--- src/rtl/imm_pkg.sv ---
// Shared definitions for the immediate-extension pipeline: mode encodings
// and default widths.
package imm_pkg;

  localparam int unsigned IMM_IN_W  = 16;
  localparam int unsigned IMM_OUT_W = 32;
  localparam int unsigned IMM_CNT_W = 16;

  typedef enum logic [1:0] {
    MODE_SIGN   = 2'b00,
    MODE_ZERO   = 2'b01,
    MODE_UPPER  = 2'b10,
    MODE_BRANCH = 2'b11
  } imm_mode_e;

endpackage

--- src/rtl/imm_extend_pipe_skid_buf.sv ---
// Two-entry skid buffer: output register plus one skid register, with a
// registered ready so upstream never sees a combinational path from out_ready.
module skid_buf #(
  parameter int unsigned W = 32
) (
  input  logic         clk,
  input  logic         rst_n,
  input  logic         in_valid,
  output logic         in_ready,
  input  logic [W-1:0] in_data,
  output logic         out_valid,
  input  logic         out_ready,
  output logic [W-1:0] out_data
);

  logic         skid_full;
  logic [W-1:0] skid_data;
  logic         accept;
  logic         out_free;

  assign accept   = in_valid && in_ready;
  assign out_free = !out_valid || out_ready;

  // in_ready always mirrors !skid_full; branches below override it on the
  // cycles where skid_full itself changes.
  always_ff @(posedge clk or negedge rst_n) begin
    if (!rst_n) begin
      out_valid <= 1'b0;
      out_data  <= '0;
      skid_full <= 1'b0;
      skid_data <= '0;
      in_ready  <= 1'b0;
    end else begin
      in_ready <= !skid_full;
      if (out_free) begin
        if (skid_full) begin
          out_data  <= skid_data;
          out_valid <= 1'b1;
          skid_full <= 1'b0;
          in_ready  <= 1'b1;
        end else if (accept) begin
          out_data  <= in_data;
          out_valid <= 1'b1;
        end else begin
          out_valid <= 1'b0;
        end
      end else if (accept) begin
        skid_data <= in_data;
        skid_full <= 1'b1;
        in_ready  <= 1'b0;
      end
    end
  end

endmodule

--- src/rtl/imm_extend_pipe.sv ---
// Immediate extension (sign/zero/upper/branch) followed by a skid buffer
// and a wrapping count of completed output transfers.
module imm_extend_pipe
  import imm_pkg::*;
#(
  parameter int unsigned IN_W  = IMM_IN_W,
  parameter int unsigned OUT_W = IMM_OUT_W,
  parameter int unsigned CNT_W = IMM_CNT_W
) (
  input  logic             clk,
  input  logic             rst_n,
  input  logic             in_valid,
  output logic             in_ready,
  input  logic [IN_W-1:0]  in_imm,
  input  logic [1:0]       in_mode,
  output logic             out_valid,
  input  logic             out_ready,
  output logic [OUT_W-1:0] out_imm,
  output logic             out_neg,
  output logic [CNT_W-1:0] xfer_cnt
);

  logic [OUT_W-1:0] sext;
  logic [OUT_W-1:0] zext;
  logic [OUT_W-1:0] upper;
  logic [OUT_W-1:0] branch;
  logic [OUT_W-1:0] ext;

  assign sext   = {{(OUT_W-IN_W){in_imm[IN_W-1]}}, in_imm};
  assign zext   = {{(OUT_W-IN_W){1'b0}}, in_imm};
  assign upper  = {in_imm, {(OUT_W-IN_W){1'b0}}};
  assign branch = {sext[OUT_W-3:0], 2'b00};

  always_comb begin
    ext = sext;
    unique case (imm_mode_e'(in_mode))
      MODE_SIGN:   ext = sext;
      MODE_ZERO:   ext = zext;
      MODE_UPPER:  ext = upper;
      MODE_BRANCH: ext = branch;
      default:     ext = sext;
    endcase
  end

  skid_buf #(
    .W (OUT_W)
  ) u_skid (
    .clk       (clk),
    .rst_n     (rst_n),
    .in_valid  (in_valid),
    .in_ready  (in_ready),
    .in_data   (ext),
    .out_valid (out_valid),
    .out_ready (out_ready),
    .out_data  (out_imm)
  );

  assign out_neg = out_imm[OUT_W-1];

  always_ff @(posedge clk or negedge rst_n) begin
    if (!rst_n) begin
      xfer_cnt <= '0;
    end else if (out_valid && out_ready) begin
      xfer_cnt <= xfer_cnt + CNT_W'(1);
    end
  end

endmodule

--- config.mk ---
export PLATFORM = sky130hd
export DESIGN_NAME = imm_extend_pipe
export DESIGN_NICKNAME = d
export VERILOG_FILES = /design/src/rtl/imm_pkg.sv /design/src/rtl/imm_extend_pipe_skid_buf.sv /design/src/rtl/imm_extend_pipe.sv
export SDC_FILE = /design/constraint.sdc
export NUM_CORES = 1
export LEC_CHECK = 0
export ABC_AREA = 0
export CAP_MARGIN = 5
export CORE_AREA = 2 2 91 110
export DETAILED_ROUTE_END_ITERATION = 10
export DIE_AREA = 0 0 93 112
export GPL_TIMING_DRIVEN = 0
export PLACE_DENSITY = 0.71
export SYNTH_ARGS = -nofsm -noshare
export SYNTH_HDL_FRONTEND = slang
export SYNTH_SLANG_ARGS = --single-unit
--- constraint.sdc ---
create_clock -name clk -period 1.6 [get_ports clk]
set_clock_uncertainty 0.15 [all_clocks]
set_input_delay 0.4 -clock clk [delete_from_list [all_inputs] [get_ports clk]]
set_output_delay 0.4 -clock clk [all_outputs]
set_load 0.02 [all_outputs]
Word level (Yosys, flattened, before mapping)
Index checks and enable logic that the tools add are counted.
{"block": "op_classes", "n_bitwise": 1, "add_sub_neg": 1, "muxes": 10, "reduce_logical": 10, "n_eq_ne": 3}
{"operator": "32-bit one-hot mux with 4 select lines", "n": 1}
{"operator": "32-bit two-way mux", "n": 2}
{"operator": "16-bit by 1-bit adder with 16-bit output, second input constant", "n": 1}
{"operator": "1-bit two-way mux", "n": 7}
{"operator": "2-bit == test, second input constant", "n": 2}
{"operator": "2-bit AND reduction", "n": 2}
{"operator": "2-bit nonzero test", "n": 2}
{"operator": "2-bit by 1-bit == test with 1-bit output, second input constant", "n": 1}
{"operator": "1-bit logical AND", "n": 2}
{"operator": "1-bit logical NOT", "n": 2}
{"operator": "2-bit logical NOT", "n": 1}
{"operator": "1-bit logical OR", "n": 1}
{"operator": "1-bit NOT", "n": 1}
{"block": "totals", "output_inout_bits": 51, "elab_cells": 31, "ff_bits": 83}

Logic depth before layout (Yosys ltp)
Gate-level depths: netlist of run 1.
{"block": "logic_depth", "ltp_word": 4, "depth_mapped": 6, "depth_no_buf": 5}

Cells and area by module
From an unflattened synthesis of run 1, not the netlist that was laid out.
{"block": "hier_totals", "hier_cells": 322, "hier_area_um2": 4222.8}
{"module": "skid_buf", "n_inst": 1, "cells_per_inst": 181, "area_each_um2": 3108.0, "seq_area_each_um2": 1676.6}
{"module": "imm_extend_pipe", "n_inst": 1, "cells_per_inst": 141, "area_each_um2": 1114.8, "seq_area_each_um2": 400.4}

Worst setup path before layout of run 1
No wires, ideal clock.
{"block": "synth_timing", "kind": "register to register", "startpoint": "reg xfer_cnt[0]", "endpoint": "reg xfer_cnt[12]", "setup_time_ps": 130, "stages_incl_launch_ff": 6, "path_slack_ps": -85, "arrival_time_ps": 1405, "synth_period_minus_slack_ps": 1685, "path_cell_list": "dfrtp_1 ha_1 nand3_1 nor4_4 nand3_1 xnor2_1"}
{"block": "synth_between", "elab_chain_len": 1}
{"element": "start, declared", "line_no": "imm_extend_pipe.sv:20", "source": "output logic [CNT_W-1:0] xfer_cnt"}
{"element": "start signal, assigned", "line_no": "imm_extend_pipe.sv:64", "source": "xfer_cnt <= xfer_cnt + CNT_W'(1);"}
{"element": "16-bit by 1-bit adder with 16-bit output", "line_no": "imm_extend_pipe.sv:64"}
Every way passes these cells.
A chain may end at the register's enable or synchronous reset.

Worst setup path after layout of run 1
{"block": "layout_timing", "startpoint": "reg xfer_cnt[0]", "endpoint": "reg xfer_cnt[13]"}
Same word-level chain as after synthesis.

==> metrics.md, run 1 <==
| Metric | Value |
|---|---|
| Vias/cell | 5.23 |
| Yosys top cell by area | dfrtp_1 |
| Critical path's most frequent cell | nand4_1 |
| Status | finished with violations |
| Final WS setup | -0.0265 ns |
| Diodes inserted | 0 |
| H-tree depth | 3 |
| Library cells used by synthesis | 38 |
| Final net count | between 500 and 600 |
| Synth cell count leaders | 83 x dfrtp_1, 62 x nor2b_1, 57 x nand2_1, 44 x o21ai_0, 19 x inv_1 |
| First-pass GRT wire length | 16900 µm |
| Sequential area share after synthesis | 0.506 |
| Final hold vios | 0 |
| Critical R2R Launch | xfer_cnt[0] |
| Synthesized flop and latch total | a little over 80 |
| Chip Width | a little over 90 µm |
| Synth area leaders | dfrtp_1 51%, nor2b_1 9.5%, o21ai_0 5.4%, nand2_1 5.2%, a221oi_1 3.0% |
| Int Pwr | 4.94 mW |
| Share of layout cells above drive strength 1 | 0.265 |
| GP Congestion | 0.838 |
| Core box area | 0.00937 mm² |
| Hpwl dp | ~7300 µm |
| Net Sw Frac | 0.336 |
| Ports | 73 |
| Placed inst area | 0.00501 mm² |
| Final Max Tran Viols | 0 |
| GR Overflow Total | 0 |
| Synth top area share | 0.506 |
| Sequential power share | 0.395 |
| Fraction of power consumed by the clock network | 0.306 |
| Crit path max-delay family | simple AND/OR/NAND/NOR gates |
| Fmax | 615 MHz |
| Routed Antenna Nets | 0 |
| CTS tree | built |
| Leak | 2.58 nW |
| Total power | roughly 7.4 mW |
| CP max FO | 3 |
| Setup violators final | 1 |
| Routed WL | 10300 µm |
| Clock sinks | 83 |
| Combinational fraction of design power | 0.299 |
| Count leader, synth | dfrtp_1 |
| CP Class | flop to flop |
| Synth Instances | about 420 |
| Post-layout instance area | 0.00558 mm² |
| Drt first pass iters | 4 |
| Drt drc | 0 |
| Critical Path Source | xfer_cnt[0] |
| Worst min-delay path category | flop to flop |
| Fraction of registers with async set/reset | 1.00 |
| Syn-to-layout area delta | 35.9% |
| CP Cell Sequence | buf_6 -> nand4_1 -> nor4_4 -> nand4_1 -> xnor2_1 |
| Fin crit period | approximately 1.6 ns |
| Final period util | 1.02 |
| Initial Utilization | 0.438 |
| EDFF count, synth | 0 |
| Max VDD drop | 0.809 mV |
| Antenna violations before repair | 0 |
| Crit path DAT | 1.71 ns |
| Clk Latency, worst-skew pair | 0.34 ns |
| Maxcap violations | 0 |
| Syn nets | about 440 |
| Min-delay src | xfer_cnt[15] |
| Dpl cells | 612 |
| Power per cell area | between 1000 and 1500 mW/mm² |
| Largest net degree at the start of global routing | 49 |
| Worst-Margin Slew | 0.498 ns |
| Total GRT Usage | 0.209 |
| # rows | 39 |
| Clock slew at reported path FFs | around 0.060 ns |
| P_sw | 2.50 mW |
| Wire length per cell | 16.0 µm |
| Vias | 3387 |
| Iter 0 DRT Violations | 158 |
| Vias in the first global route | 3298 |
| Buf/Inv on CP | 1 |
| CP max-delay cell | dfrtp_2 |
| Full die area | ~0.010 mm² |
| Slowest stage delay, CP | 0.38 ns |
| Die height | 112 µm |
| Synth Flop Type | dfrtp_1 |
| CP Data Required Time | 1.68 ns |
| RSZ-0062 raised after global routing | true |
| CP Launch Type | flop |
| IO buf count | a little over 70 |
| Synthesized area | roughly 0.0041 mm² |
| Root buffer cell | clkbuf_16 |
| Failing checks | setup timing |
| Max-slew headroom | 0.668 |
| Finished Layout Cells | 647 |
| Syn avg cell area | 9.87 µm² |
| TritonCTS Buffers | 9 |
| Clock buffer depth | 2 |
| FILL cells | between 800 and 900 |
| Critical path endpoint category | flop |
| Ys Warns | 0 |
-- registers in the layout, summed over array words and instances (netlist names) --
signal            flops
u_skid.out_data      32
u_skid.skid_data     32
xfer_cnt             16
u_skid.in_ready       1
u_skid.out_valid      1
u_skid.skid_full      1
-- worst reg2reg max path, stage by stage, from the launching register on --
cell	delay [ns]
dfrtp_2	0.38
buf_6	0.10
nand4_1	0.18
nor4_4	0.38
nand4_1	0.17
xnor2_1	0.15
-- metal layers --
layer  track usage  share of wire  up-vias
met5             0              0        -
met4        0.0873          0.018        0
met3        0.0413          0.037       15
met2         0.336           0.51       72
met1         0.276           0.44     1678
li1              -              -     1622
-- path summary, 6_finish.rpt --
path	cells after the start	slack (ns)	endpoint
max	5	-0.03	xfer_cnt[13]
min reg2reg	1	0.32	xfer_cnt[15]
max reg2reg	5	-0.03	xfer_cnt[13]
min	1	0.32	xfer_cnt[15]
max in group asynchronous	3	0.28	xfer_cnt[10]
min in group asynchronous	2	0.41	u_skid.skid_data[29]
-- power by group through the flow --
stage                     combinational (mW)  clock, mW  sequential, mW
after floorplan                        0.846          0            3.30
after detailed placement                2.18          0            2.98
final                                   2.22       2.28            2.93
after global placement                  2.13          0            2.95
after global routing                    2.42       2.40            3.01
after CTS                               2.14       2.29            2.93
-- stage by stage --
stage                     setup TNS [ns]   util  setup slack (ns)  hold slack (ns)
final                            -0.0265  0.595           -0.0265            0.319
after global routing              -0.901  0.595            -0.123            0.337
after CTS                        -0.0102  0.586           -0.0102            0.325
after detailed placement          -44.90  0.534            -0.734            0.252
after global placement           -291.99  0.532             -3.29            0.311
after floorplan                        0      -            0.0187          -0.0456
-- final cells by class --
cell class | instances | area [µm²] | share of cell area
Buffer | 27 | 188 | 0.0336
Clock buffer | 9 | 225 | 0.0404
Clock inverter | 7 | 101 | 0.0182
Inverter | 19 | 71.3 | 0.0128
Multi-Input combinational cell | 287 | 1960 | 0.351
Sequential cell | 83 | 2090 | 0.374
Tap cell | 123 | 154 | 0.0276
Timing Repair Buffer | 92 | 795 | 0.142
-- cell families after synthesis --
kind of cell	count (synthesis)	share of synthesized area
mux	4	0.0110
flops	83	0.506
simple gates	155	0.214
compound gates	112	0.180
buf+inv	46	0.0537
fa+ha+maj	1	0.00305
xor+xnor	15	0.0320
-- layout by cell type (no fill, tap or decap), drive strengths merged --
cell type      count
ha                 1
o21ai             50
a31oi              1
and4               1
dfrtp             83
dlygate4sd3        1
and2               3
buf               46
a21o              16
xnor2             11
nor2b             62
a21oi             17
or2                1
a221oi            15
xor2               4
nand4              5
clkdlybuf4s15     31
nor4               2
clkdlybuf4s50     15
clkinvlp           2
nor2               7
nand2b             3
o31ai             13
nand2             57
nand3              5
dlygate4sd2        4
inv               20
mux2               4
nor3b              2
and2b              7
clkinv             2
bufinv             2
clkbuf            31
-- timing repair --
item	CTS	global route
buffers inserted	10	7
endpoints found under the hold margin	35	0
pin swaps	4	7
cloned	1	0
gates resized for setup	151	68
hold buffers	1	0
endpoints found under the setup margin	121	91
(Power assumes the default switching activity.)
==> run 2, diff against run 1 <==
Settings changed: ABC_AREA 0 to 1, CORE_AREA 2 2 91 110 to 2 2 89 108, DIE_AREA 0 0 93 112 to 0 0 91 110, GPL_TIMING_DRIVEN 0 to not set, PLACE_DENSITY 0.71 to 0.72, SETUP_SLACK_MARGIN set to 0.15.
==> run 2 against run 1 <==
Effect of this change: the run now ends clean; non-clock buffer count grew 45; count of clock-buffer cells in the layout grew 3; first-iteration DRC count grew 26%; register-to-register slack gained 0.15 ns; sequential cell count is the same; global-route usage grew 1.9 points; die area shrank 3.9%; critical path type is now flop to primary output; largest cell class unchanged; largest power group is now combinational logic; highest routed layer unchanged.
==> metrics.md, run 2 <==
| Metric | Value |
|---|---|
| Routed WL | 11200 µm (was 10300 µm) |
| Ys Warns | 0 (unchanged) |
| Dpl cells | 696 (was 612) |
| Max-slew headroom | 0.801 (was 0.668) |
| Final hold vios | 0 (unchanged) |
| Slowest stage delay, CP | 0.45 ns (was 0.38 ns) |
| Place WS | -0.480 ns (was -0.734 ns) |
| Synth Flop Type | dfrtp_1 (unchanged) |
| Clock sinks | 83 (unchanged) |
| Finished Layout Cells | 753 (was 647) |
| Leak | 3.00 nW (was 2.58 nW) |
| Chip Width | 91 µm (was 93 µm) |
| Synth top area share | 0.526 (was 0.506) |
| Buf/Inv on CP | 1 (unchanged) |
| Critical R2R Launch | u_skid.out_valid (was xfer_cnt[0]) |
| Int Pwr | 5.18 mW (was 4.94 mW) |
| Setup TNS | 0 ns (was -0.0265 ns) |
| # rows | 38 (was 39) |
| Sequential power share | 0.395 (about the same) |
| Synth cell count leaders | 137 x nand2_1, 83 x dfrtp_1, 63 x nor2_1, 38 x inv_1, 33 x o21ai_0 (was 83 x dfrtp_1, 62 x nor2b_1, 57 x nand2_1, 44 x o21ai_0, 19 x inv_1) |
| Synthesized area | 0.00395 mm² (was 0.00410 mm²) |
| R2R setup slack | 0.12 ns (was -0.03 ns) |
| Syn nets | 504 (was 439) |
| Vias | 3839 (was 3387) |
| P_sw | 2.75 mW (was 2.50 mW) |
| H-tree depth | 3 (unchanged) |
| Fraction of registers with async set/reset | 1.00 (unchanged) |
| CP Data Required Time | 1.05 ns (was 1.68 ns) |
| Power per cell area | 1310 mW/mm² (was 1330 mW/mm²) |
| Fin crit period | 1.50 ns (was 1.63 ns) |
| Final Max Tran Viols | 0 (unchanged) |
| Maxcap violations | 0 (unchanged) |
| RSZ-0062 raised after global routing | true (unchanged) |
| Hpwl dp | 7330 µm (was 7320 µm) |
| Routed Antenna Nets | 0 (unchanged) |
| Busiest grt layer | met2 (unchanged) |
| Vias in the first global route | 3781 (was 3298) |
| Wire length per cell | 14.9 µm (was 16.0 µm) |
| Commonest non-fill, non-tap cell in the layout | nand2_1 (was dfrtp_1) |
| R2r worst-path depth | 5 (unchanged) |
| CP Launch Type | flop (unchanged) |
| Die height | 110 µm (was 112 µm) |
| Crit path DAT | 0.95 ns (was 1.71 ns) |
| Worst-Margin Slew | 0.299 ns (was 0.498 ns) |
| Fraction of power consumed by the clock network | 0.193 (was 0.306) |
| Post-layout instance area | 0.00604 mm² (was 0.00558 mm²) |
| Library cells used by synthesis | 30 (was 38) |
| Clk Latency, worst-skew pair | 0.37 ns (was 0.34 ns) |
| GR Overflow Total | 0 (unchanged) |
| FILL cells | 733 (was 812) |
| Share of layout cells above drive strength 1 | 0.327 (was 0.265) |
| Diodes inserted | 0 (unchanged) |
| Fmax | 664 MHz (was 615 MHz) |
| Worst min-delay path category | primary input to asynchronous set/reset pin (was flop to flop) |
| Core box area | 0.00894 mm² (was 0.00937 mm²) |
| Initial Utilization | 0.442 (was 0.438) |
| IO buf count | 72 (unchanged) |
| EDFF count, synth | 0 (unchanged) |
| Critical path endpoint category | primary output (was flop) |
| Setup violators final | 0 (was 1) |
| Combinational fraction of design power | 0.412 (was 0.299) |
| Crit path max-delay family | flip-flops (was simple AND/OR/NAND/NOR gates) |
| TritonCTS Buffers | 9 (unchanged) |
| Worst R2R End | u_skid.skid_data[27] (was xfer_cnt[13]) |
| Drt drc | 0 (unchanged) |
| Yosys top cell by area | dfrtp_1 (unchanged) |
| CP Class | flop to primary output (was flop to flop) |
| Clock slew at reported path FFs | 0.08 ns (was 0.06 ns) |
| Total GRT Usage | 0.228 (was 0.209) |
| Ports | 73 (unchanged) |
| Max VDD drop | 0.638 mV (was 0.809 mV) |
| Drt first pass iters | 7 (was 4) |
| Met2 Use GR | 0.383 (was 0.336) |
| Root buffer cell | clkbuf_8 (was clkbuf_16) |
| First-pass GRT wire length | 18000 µm (was 16900 µm) |
| Synth Instances | 481 (was 416) |
| GR Layer Usage met1 | 0.286 (was 0.276) |
| Iter 0 DRT Violations | 199 (was 158) |
| Final period util | 0.941 (was 1.02) |
| Synth area leaders | dfrtp_1 53%, nand2_1 13%, nor2_1 6.0%, o21ai_0 4.2%, inv_1 3.6% (was dfrtp_1 51%, nor2b_1 9.5%, o21ai_0 5.4%, nand2_1 5.2%, a221oi_1 3.0%) |
| GP Congestion | 0.944 (was 0.838) |
| Syn-to-layout area delta | 52.9% (was 35.9%) |
| Final WS setup | 0.0950 ns (was -0.0265 ns) |
| Biggest regs | u_skid.out_data x32, u_skid.skid_data x32, xfer_cnt x16 (unchanged) |
| Sequential area share after synthesis | 0.526 (was 0.506) |
| Antenna violations before repair | 0 (unchanged) |
| Syn avg cell area | 8.21 µm² (was 9.87 µm²) |
| CP max-delay cell | dfrtp_2 (unchanged) |
| Status | completed (was finished with violations) |
| Final net count | 653 (was 542) |
| Clock buffer depth | 2 (unchanged) |
| Commonest non-fill, non-tap cells in the layout | 126 x nand2_1, 78 x dfrtp_1, 70 x buf_4, 60 x nor2_1, 58 x buf_6 (was 75 x dfrtp_1, 62 x nor2b_1, 56 x nand2_1, 31 x o21ai_0, 26 x clkdlybuf4s15_1) |
| CTS tree | built (unchanged) |
| Total power | 7.93 mW (was 7.44 mW) |
| Count leader, synth | nand2_1 (was dfrtp_1) |
| Placed inst area | 0.00513 mm² (was 0.00501 mm²) |
| CP max FO | 3 (unchanged) |
| Full die area | 0.0100 mm² (was 0.0104 mm²) |
| GR Util met3 | 0.0428 (was 0.0413) |
| Largest net degree at the start of global routing | 35 (was 49) |
| Net Sw Frac | 0.347 (was 0.336) |
| Vias/cell | 5.10 (was 5.23) |
| Synthesized flop and latch total | 83 (unchanged) |
| CP Cell Sequence | buf_6 (was buf_6 -> nand4_1 -> nor4_4 -> nand4_1 -> xnor2_1) |
-- run 2: cell types whose count changed in the layout (fill, tap and decap cells not counted), sizes merged, moves of 13 or more --
cell	previous run	this run
a21o	16	0
a221oi	15	0
a31oi	1	16
buf	46	140
clkbuf	31	15
clkdlybuf4s15	31	0
inv	20	41
nand2	57	138
nand3	5	21
nor2	7	65
nor2b	62	0
o21ai	50	33
o31ai	13	0
-- run 2: stage by stage --
| stage | util | hold WS, ns |
|---|---|---|
| 4_1_cts | 0.643 | 0.318 |
| 3_5_place_dp | 0.574 | 0.155 |
| 5_1_grt | 0.676 | 0.347 |
| 6_report | 0.676 | 0.338 |
| 3_3_place_gp | 0.574 | 0.155 |
| 2_1_floorplan | - | -0.0456 |
-- run 2: logic make-up after synthesis --
group | Yosys count | share of synthesized area
flip-flops | 83 | 0.526
AO/OA/AOI/OAI | 84 | 0.120
XOR/XNOR | 11 | 0.0244
multiplexers | 3 | 0.00855
adder cells (fa/ha/maj) | 1 | 0.00317
AND/OR/NAND/NOR | 232 | 0.242
buffers and inverters | 67 | 0.0757
-- run 2: worst max-delay path by stage --
| stage | start | endpoint | slack, ns | depth (start not counted) |
|---|---|---|---|---|
| after CTS | u_skid.out_data[0] | out_imm[0] | 0.09 | 1 |
| after global routing | u_skid.out_valid | u_skid.skid_data[27] | 0.07 | 5 |
| after global placement | out_ready | u_skid.out_data[31] | -0.46 | 7 |
| after detailed placement | out_ready | u_skid.out_data[31] | -0.48 | 7 |
| after floorplan | in_mode[1] | u_skid.skid_data[21] | 0.11 | 7 |
| final | u_skid.out_valid | out_valid | 0.1 | 1 |
-- run 2: layer usage --
metal / vias up / routed length (µm)
met5: - / 0
met4: 0 / 358
met3: 27 / 672
met2: 149 / 5480
met1: 1827 / 4730
li1: 1836 / -
-- run 2: area by class of cell --
| cell class | count | area (µm²) | share of cell area |
|---|---|---|---|
| Clock inverter | 2 | 37.5 | 0.00622 |
| Inverter | 41 | 164 | 0.0271 |
| Sequential cell | 83 | 2080 | 0.345 |
| Tap cell | 120 | 150 | 0.0249 |
| Timing Repair Buffer | 164 | 1710 | 0.284 |
| Clock buffer | 12 | 155 | 0.0257 |
| Multi-Input combinational cell | 331 | 1740 | 0.288 |
-- run 2: worst reg2reg max path, delay by kind of cell, from the launching register on --
family / cells / cell delay, ns
AO/OA/AOI/OAI: 1 / 0.23
buffers and inverters: 2 / 0.33
flip-flops: 1 / 0.45
AND/OR/NAND/NOR: 2 / 0.24
-- run 2: repair_timing --
item                                    4_1_cts  5_1_grt
endpoints found under the setup margin      127      107
endpoints found under the hold margin        16        0
buffers inserted                             22       13
gates cloned                                  4        3
hold buffers                                  1        0
gates resized for setup                     334       35
pin swaps                                     7       16
-- run 2: power by group through the flow --
stage          Combinational [mW]  Sequential, mW  Clock (mW)
2_1_floorplan               0.978            3.46           0
3_3_place_gp                 2.53            3.07           0
3_5_place_dp                 2.59            3.08           0
4_1_cts                      3.00            3.11        1.54
5_1_grt                      3.54            3.20        1.63
6_report                     3.27            3.14        1.53
==> run 3, diff against run 2 <==
Settings changed: GPL_ROUTABILITY_DRIVEN set to 1, SLEW_MARGIN set to 5.
==> results of run 3 <==
Final layout, timing and power as in run 2 (identical DEF).
